===== config.mk =====
export PLATFORM = sky130hd
export DESIGN_NAME = conv_accum_requant
export DESIGN_NICKNAME = d
export VERILOG_FILES = /design/src/rtl/conv_pkg.sv /design/src/rtl/requant_sat.sv /design/src/rtl/conv_accum_requant.sv
export SDC_FILE = /design/constraint.sdc
export NUM_CORES = 2
export LEC_CHECK = 0
export ABC_AREA = 1
export CAP_MARGIN = 10
export CELL_PAD_IN_SITES_DETAIL_PLACEMENT = 0
export CELL_PAD_IN_SITES_GLOBAL_PLACEMENT = 2
export CORE_ASPECT_RATIO = 0.6
export CORE_MARGIN = 1
export CORE_UTILIZATION = 30
export DETAILED_ROUTE_END_ITERATION = 12
export DONT_BUFFER_PORTS = 1
export GPL_ROUTABILITY_DRIVEN = 1
export PLACE_DENSITY = 0.66
export SLEW_MARGIN = 20
export SYNTH_ARGS = -nofsm -noshare
export SYNTH_HDL_FRONTEND = slang
export SYNTH_HIERARCHICAL = 1
export SYNTH_SLANG_ARGS = --single-unit

===== constraint.sdc =====
create_clock -name clk -period 12.1 [get_ports clk]
set_input_delay 0.605 -clock clk [delete_from_list [all_inputs] [get_ports clk]]
set_output_delay 0.605 -clock clk [all_outputs]
set_load 0.005 [all_outputs]

===== src/rtl/conv_pkg.sv =====
// Shared width defaults and FSM state encoding for the conv accumulate/requantize block.
package conv_pkg;

    localparam int PRODUCT_DATA_WIDTH_DEF = 32;
    localparam int OUT_DATA_WIDTH_DEF     = 8;
    localparam int ACC_CNT_WIDTH_DEF      = 10;
    localparam int MULT_WIDTH_DEF         = 16;
    localparam int SHIFT_WIDTH            = 5;

    typedef enum logic [1:0] {
        ST_IDLE  = 2'd0,
        ST_ACCUM = 2'd1,
        ST_SCALE = 2'd2,
        ST_OUT   = 2'd3
    } state_t;

endpackage


===== src/rtl/requant_sat.sv =====
// Round-half-up arithmetic right shift followed by saturation to the output range.
// Defining CONV_POST_RELU_EN clamps the lower bound to zero (ReLU).
module requant_sat
    import conv_pkg::*;
#(
    parameter int IN_WIDTH  = PRODUCT_DATA_WIDTH_DEF + MULT_WIDTH_DEF + 1,
    parameter int OUT_WIDTH = OUT_DATA_WIDTH_DEF
) (
    input  logic signed [IN_WIDTH-1:0]    prod,
    input  logic        [SHIFT_WIDTH-1:0] shift,
    output logic signed [OUT_WIDTH-1:0]   result
);

    localparam logic signed [IN_WIDTH-1:0] MAX_V = (IN_WIDTH'(1) << (OUT_WIDTH - 1)) - IN_WIDTH'(1);
`ifdef CONV_POST_RELU_EN
    localparam logic signed [IN_WIDTH-1:0] MIN_V = '0;
`else
    localparam logic signed [IN_WIDTH-1:0] MIN_V = -MAX_V - IN_WIDTH'(1);
`endif

    logic signed [IN_WIDTH-1:0] rnd;
    logic signed [IN_WIDTH-1:0] rounded;
    logic signed [IN_WIDTH-1:0] shifted;

    always_comb begin
        rnd = '0;
        if (shift != '0) begin
            rnd = IN_WIDTH'(1) << (shift - 1'b1);
        end
        rounded = prod + rnd;
        shifted = rounded >>> shift;
        if (shifted > MAX_V) begin
            result = MAX_V[OUT_WIDTH-1:0];
        end else if (shifted < MIN_V) begin
            result = MIN_V[OUT_WIDTH-1:0];
        end else begin
            result = shifted[OUT_WIDTH-1:0];
        end
    end

endmodule


===== src/rtl/conv_accum_requant.sv =====
// Accumulates acc_len signed conv partial sums, adds bias, scales, rounds, saturates.
// Handshakes: a transfer happens on a rising edge where valid and ready are both high;
// the producer holds data stable while valid is high and ready is low.
// Build option CONV_POST_RELU_EN selects ReLU saturation inside requant_sat.
module conv_accum_requant
    import conv_pkg::*;
#(
    parameter int PRODUCT_DATA_WIDTH = PRODUCT_DATA_WIDTH_DEF,
    parameter int OUT_DATA_WIDTH     = OUT_DATA_WIDTH_DEF,
    parameter int ACC_CNT_WIDTH      = ACC_CNT_WIDTH_DEF,
    parameter int MULT_WIDTH         = MULT_WIDTH_DEF
) (
    input  logic                          clk,
    input  logic                          rst_n,
    input  logic                          cfg_load_i,
    input  logic [ACC_CNT_WIDTH-1:0]      cfg_acc_len_i,
    input  logic [PRODUCT_DATA_WIDTH-1:0] cfg_bias_i,
    input  logic [MULT_WIDTH-1:0]         cfg_mult_i,
    input  logic [SHIFT_WIDTH-1:0]        cfg_shift_i,
    input  logic                          flush_i,
    input  logic                          in_valid_i,
    input  logic [PRODUCT_DATA_WIDTH-1:0] in_data_i,
    output logic                          in_ready_o,
    output logic                          out_valid_o,
    input  logic                          out_ready_i,
    output logic [OUT_DATA_WIDTH-1:0]     out_data_o,
    output logic                          busy_o,
    output state_t                        dbg_state
);

    localparam int PW     = PRODUCT_DATA_WIDTH;
    localparam int MW     = MULT_WIDTH;
    localparam int PROD_W = PW + MW + 1;

    state_t state, state_nxt;

    logic [ACC_CNT_WIDTH-1:0] len_q;
    logic [PW-1:0]            bias_q;
    logic [MW-1:0]            mult_q;
    logic [SHIFT_WIDTH-1:0]   shift_q;
    logic [PW-1:0]            acc_q;
    logic [ACC_CNT_WIDTH-1:0] cnt_q;
    logic                     scale_ph;
    logic signed [PROD_W-1:0] p_q;

    logic in_fire, out_fire, flush_act, cfg_take, last_in;
    logic signed [PW:0]           biased;
    logic signed [PROD_W:0]       prod_full;
    logic signed [OUT_DATA_WIDTH-1:0] sat_q;

    assign in_fire   = in_valid_i & in_ready_o;
    assign out_fire  = out_valid_o & out_ready_i;
    assign flush_act = flush_i & (state != ST_IDLE);
    assign cfg_take  = cfg_load_i & ~flush_i &
                       ((state == ST_IDLE) | ((state == ST_ACCUM) & (cnt_q == '0)));
    assign last_in   = in_fire & ((cnt_q + ACC_CNT_WIDTH'(1)) == len_q);

    // Bias add is one bit wider than acc so the product never wraps.
    assign biased    = {acc_q[PW-1], acc_q} + {bias_q[PW-1], bias_q};
    assign prod_full = biased * $signed({1'b0, mult_q});

    requant_sat #(
        .IN_WIDTH  (PROD_W),
        .OUT_WIDTH (OUT_DATA_WIDTH)
    ) u_requant_sat (
        .prod   (p_q),
        .shift  (shift_q),
        .result (sat_q)
    );

    always_ff @(posedge clk or negedge rst_n) begin
        if (!rst_n) begin
            state <= ST_IDLE;
        end else begin
            state <= state_nxt;
        end
    end

    always_comb begin
        state_nxt = state;
        case (state)
            ST_IDLE:  if (cfg_take) state_nxt = ST_ACCUM;
            ST_ACCUM: if (!flush_act && last_in) state_nxt = ST_SCALE;
            ST_SCALE: begin
                if (flush_act)     state_nxt = ST_ACCUM;
                else if (scale_ph) state_nxt = ST_OUT;
            end
            ST_OUT:   if (flush_act || out_fire) state_nxt = ST_ACCUM;
            default:  state_nxt = ST_IDLE;
        endcase
    end

    always_comb begin
        in_ready_o = (state == ST_ACCUM);
        busy_o     = (state != ST_IDLE);
        dbg_state  = state;
    end

    // SCALE spends one cycle registering the product and one requantizing it.
    always_ff @(posedge clk or negedge rst_n) begin
        if (!rst_n) begin
            len_q       <= '0;
            bias_q      <= '0;
            mult_q      <= '0;
            shift_q     <= '0;
            acc_q       <= '0;
            cnt_q       <= '0;
            scale_ph    <= 1'b0;
            p_q         <= '0;
            out_valid_o <= 1'b0;
            out_data_o  <= '0;
        end else if (flush_act) begin
            acc_q       <= '0;
            cnt_q       <= '0;
            scale_ph    <= 1'b0;
            out_valid_o <= 1'b0;
        end else begin
            if (cfg_take) begin
                len_q   <= (cfg_acc_len_i == '0) ? ACC_CNT_WIDTH'(1) : cfg_acc_len_i;
                bias_q  <= cfg_bias_i;
                mult_q  <= cfg_mult_i;
                shift_q <= cfg_shift_i;
            end
            case (state)
                ST_ACCUM: begin
                    if (in_fire) begin
                        acc_q <= acc_q + in_data_i;
                        cnt_q <= cnt_q + ACC_CNT_WIDTH'(1);
                    end
                end
                ST_SCALE: begin
                    if (!scale_ph) begin
                        p_q      <= prod_full[PROD_W-1:0];
                        scale_ph <= 1'b1;
                    end else begin
                        out_data_o  <= sat_q;
                        out_valid_o <= 1'b1;
                        scale_ph    <= 1'b0;
                    end
                end
                ST_OUT: begin
                    if (out_fire) begin
                        out_valid_o <= 1'b0;
                        acc_q       <= '0;
                        cnt_q       <= '0;
                    end
                end
                default: ;
            endcase
        end
    end

endmodule


==> summary.txt <==
FMAX = 0.1082 GHz
die footprint = 128200 µm²
CTS buffer count = 17
post-route setup slack = 2856 ps
Reg2Reg Depth = 34
setup bufs post-CTS = 0
Final HPWL DP = 142400 µm
clk sinks = 166
setup TNS = 0 ps
Critical Path RT = 12520 ps
yosys warns = 6
status = finished, final reports clean
crit path to = p_q[48]
core area = 124900 µm²
worst slew pin tran = 1073 ps
max_slew headroom = 28.04%
Slew Limit Fails = 0
Synth-to-Final Area Change = 6.458%
CTS root buf = clkbuf_16
row cnt = 100
port buffer count = 0
number of global-route vias before repair = 36140
Top FF cell, synth = dfrtp_1
CP Class = reg -> reg
vias = 36690
Seq cells post-synth = 166
CP max stage cell = nor4_2
max incr delay on CP = 640 ps
Worst Skew = 33.80 ps
WP buf/inv = 6
max cap viols = 0
asr flop ratio synth = 100.0%
r2r endpoint = p_q[48]
largest net degree at the start of global routing = 167
worst hold path type = in -> reg
htree depth = 4
die boundary width = 461.6 µm
global-route wire length before repair = 249900 µm
worst r2r src = acc_q[0]
post-synthesis sequential area ratio = 10.93%
CP top delay family = simple AND/OR/NAND/NOR gates
Worst path most repeated cell = nand2_1
WL per Instance = 22.89 µm
EDFF count, synth = 0
Netlist cell types = 59
global route total overflow = 0
Mapped Cells = 5718
R2R setup slack = 2860 ps
Post-route DRC = 0
CP Max Fanout = 11
RSZ-0062 raised after global routing = false
gr usage total = 26.76%
Die H = 277.7 µm
Final Setup Violations = 0
drt first-iter violations = 3743
Pre-antenna DRT Iters = 6
Reg clk slew, reported paths = 90 ps
Syn Nets = 6534
nets = 6437
Worst Path Arrival = 9660 ps
Cell Area, Synth = 38020 µm²
post-layout util = 32.41%
layout cells sized above 1 = 5.289%
Placement Setup Slack = 3008 ps
I/O pins = 114
most common cell after layout, fill and taps aside = nand2_1
later-pin clock latency in the skew report = 530 ps
via density per instance = 5.013
clk buf depth = 2
initial antenna violation count = 3
initial core utilization = 30.44%
final hold violations = 0
WL final = 167500 µm
RePlAce Congestion = 0.9417
final worst path period share = 76.39%
Synth Area per Inst = 6.648 µm²
Final min period = 9244 ps
antenna viol nets, final = 0
commonest cells after routing, fill and taps aside = 1563 x nand2_1, 1059 x inv_1, 702 x nand3_1
startpoint types = register
TritonCTS clock tree = built
critical path depth = 34
Setup crit start = acc_q[0]
Crit. End Element = register
[state kept, by name, indices dropped and copies added (netlist names)]
signal,flops
len_q,10
cnt_q,10
scale_ph,1
acc_q,32
dbg_state,2
shift_q,5
bias_q,32
mult_q,16
out_valid_o,1
out_data_o,8
p_q,49
[final cells by class]
class | instances | area [µm²]
antenna | 3 | 7.507
clock buffer | 19 | 442.9
clock inverter | 13 | 141.4
fill | 14050 | 84400
inverter | 1088 | 4086
multi-input combinational | 4292 | 29060
sequential | 166 | 4160
tap | 1683 | 2106
timing repair buffer | 56 | 462.9
[per-stage QoR]
stage	area, µm²	instances	hold WS (ps)
final	40470	7320	211.2
after global routing	40470	7318	185.8
after CTS	40430	7315	129.2
after detailed placement	39810	7282	314.0
after global placement	39800	7282	314.4
after floorplan	38020	5718	309.4
[worst min path at each step]
stage / cells past startpoint / end / slack, ps / startpoint
after floorplan: 0 / acc_q[0] / 310 / rst_n
after global placement: 0 / acc_q[17] / 310 / rst_n
after detailed placement: 0 / acc_q[17] / 310 / rst_n
after CTS: 1 / acc_q[17] / 130 / rst_n
after global routing: 1 / mult_q[3] / 190 / cfg_mult_i[3]
final: 1 / mult_q[4] / 210 / cfg_mult_i[4]
[synth_stat cells, drive strengths merged, types with 2 or more instances]
cell type / n / share of area, %
nand3: 749 / 10
nand2: 1612 / 16
dfrtp: 166 / 11
inv: 1079 / 11
nand4: 46 / 0.81
mux2: 8 / 0.24
o21ai: 152 / 2.0
nor3: 31 / 0.46
and2: 3 / 0.049
nor4: 7 / 0.12
a21oi: 166 / 2.2
or2: 36 / 0.59
o22ai: 7 / 0.12
xnor2: 30 / 0.69
o21bai: 11 / 0.22
nand3b: 25 / 0.55
clkbuf: 93 / 0.92
xor2: 27 / 0.64
buf: 79 / 1.1
o21a: 24 / 0.47
nor2: 602 / 6.2
fa: 496 / 26
clkinv: 9 / 0.089
o211ai: 6 / 0.12
a31oi: 3 / 0.049
and3: 2 / 0.033
a21o: 12 / 0.24
a21boi: 8 / 0.16
ha: 219 / 7.2
[metal layers]
layer | share of wire, % | vias to the layer above | global-route usage (%)
met1 | 55 | 17910 | 45.18
met3 | 11 | 77 | 9.193
li1 | - | 17400 | -
met4 | 0.96 | 4 | 3.160
met5 | 0.061 | - | 0
met2 | 33 | 1308 | 31.12
[kinds of logic after synthesis]
logic type                 Yosys count  synth area share, %
muxes                                8               0.2370
DFF                                166                10.93
other                                1             0.009864
buffers and inverters             1260                12.76
xor gates and xnor gates            58                1.392
and+or+nand+nor                   3114                35.55
AOI/OAI and AO/OA                  396                5.799
adders and majority gates          715                33.33
[what timing repair did]
item / CTS / global route
endpoints found under the hold margin: 166 / 15
hold buffers: 1 / 1
gates resized for setup: 0 / 0
Power is not shown: default switching activity piles up to over one toggle a cycle in this logic, so the estimate is an artifact.
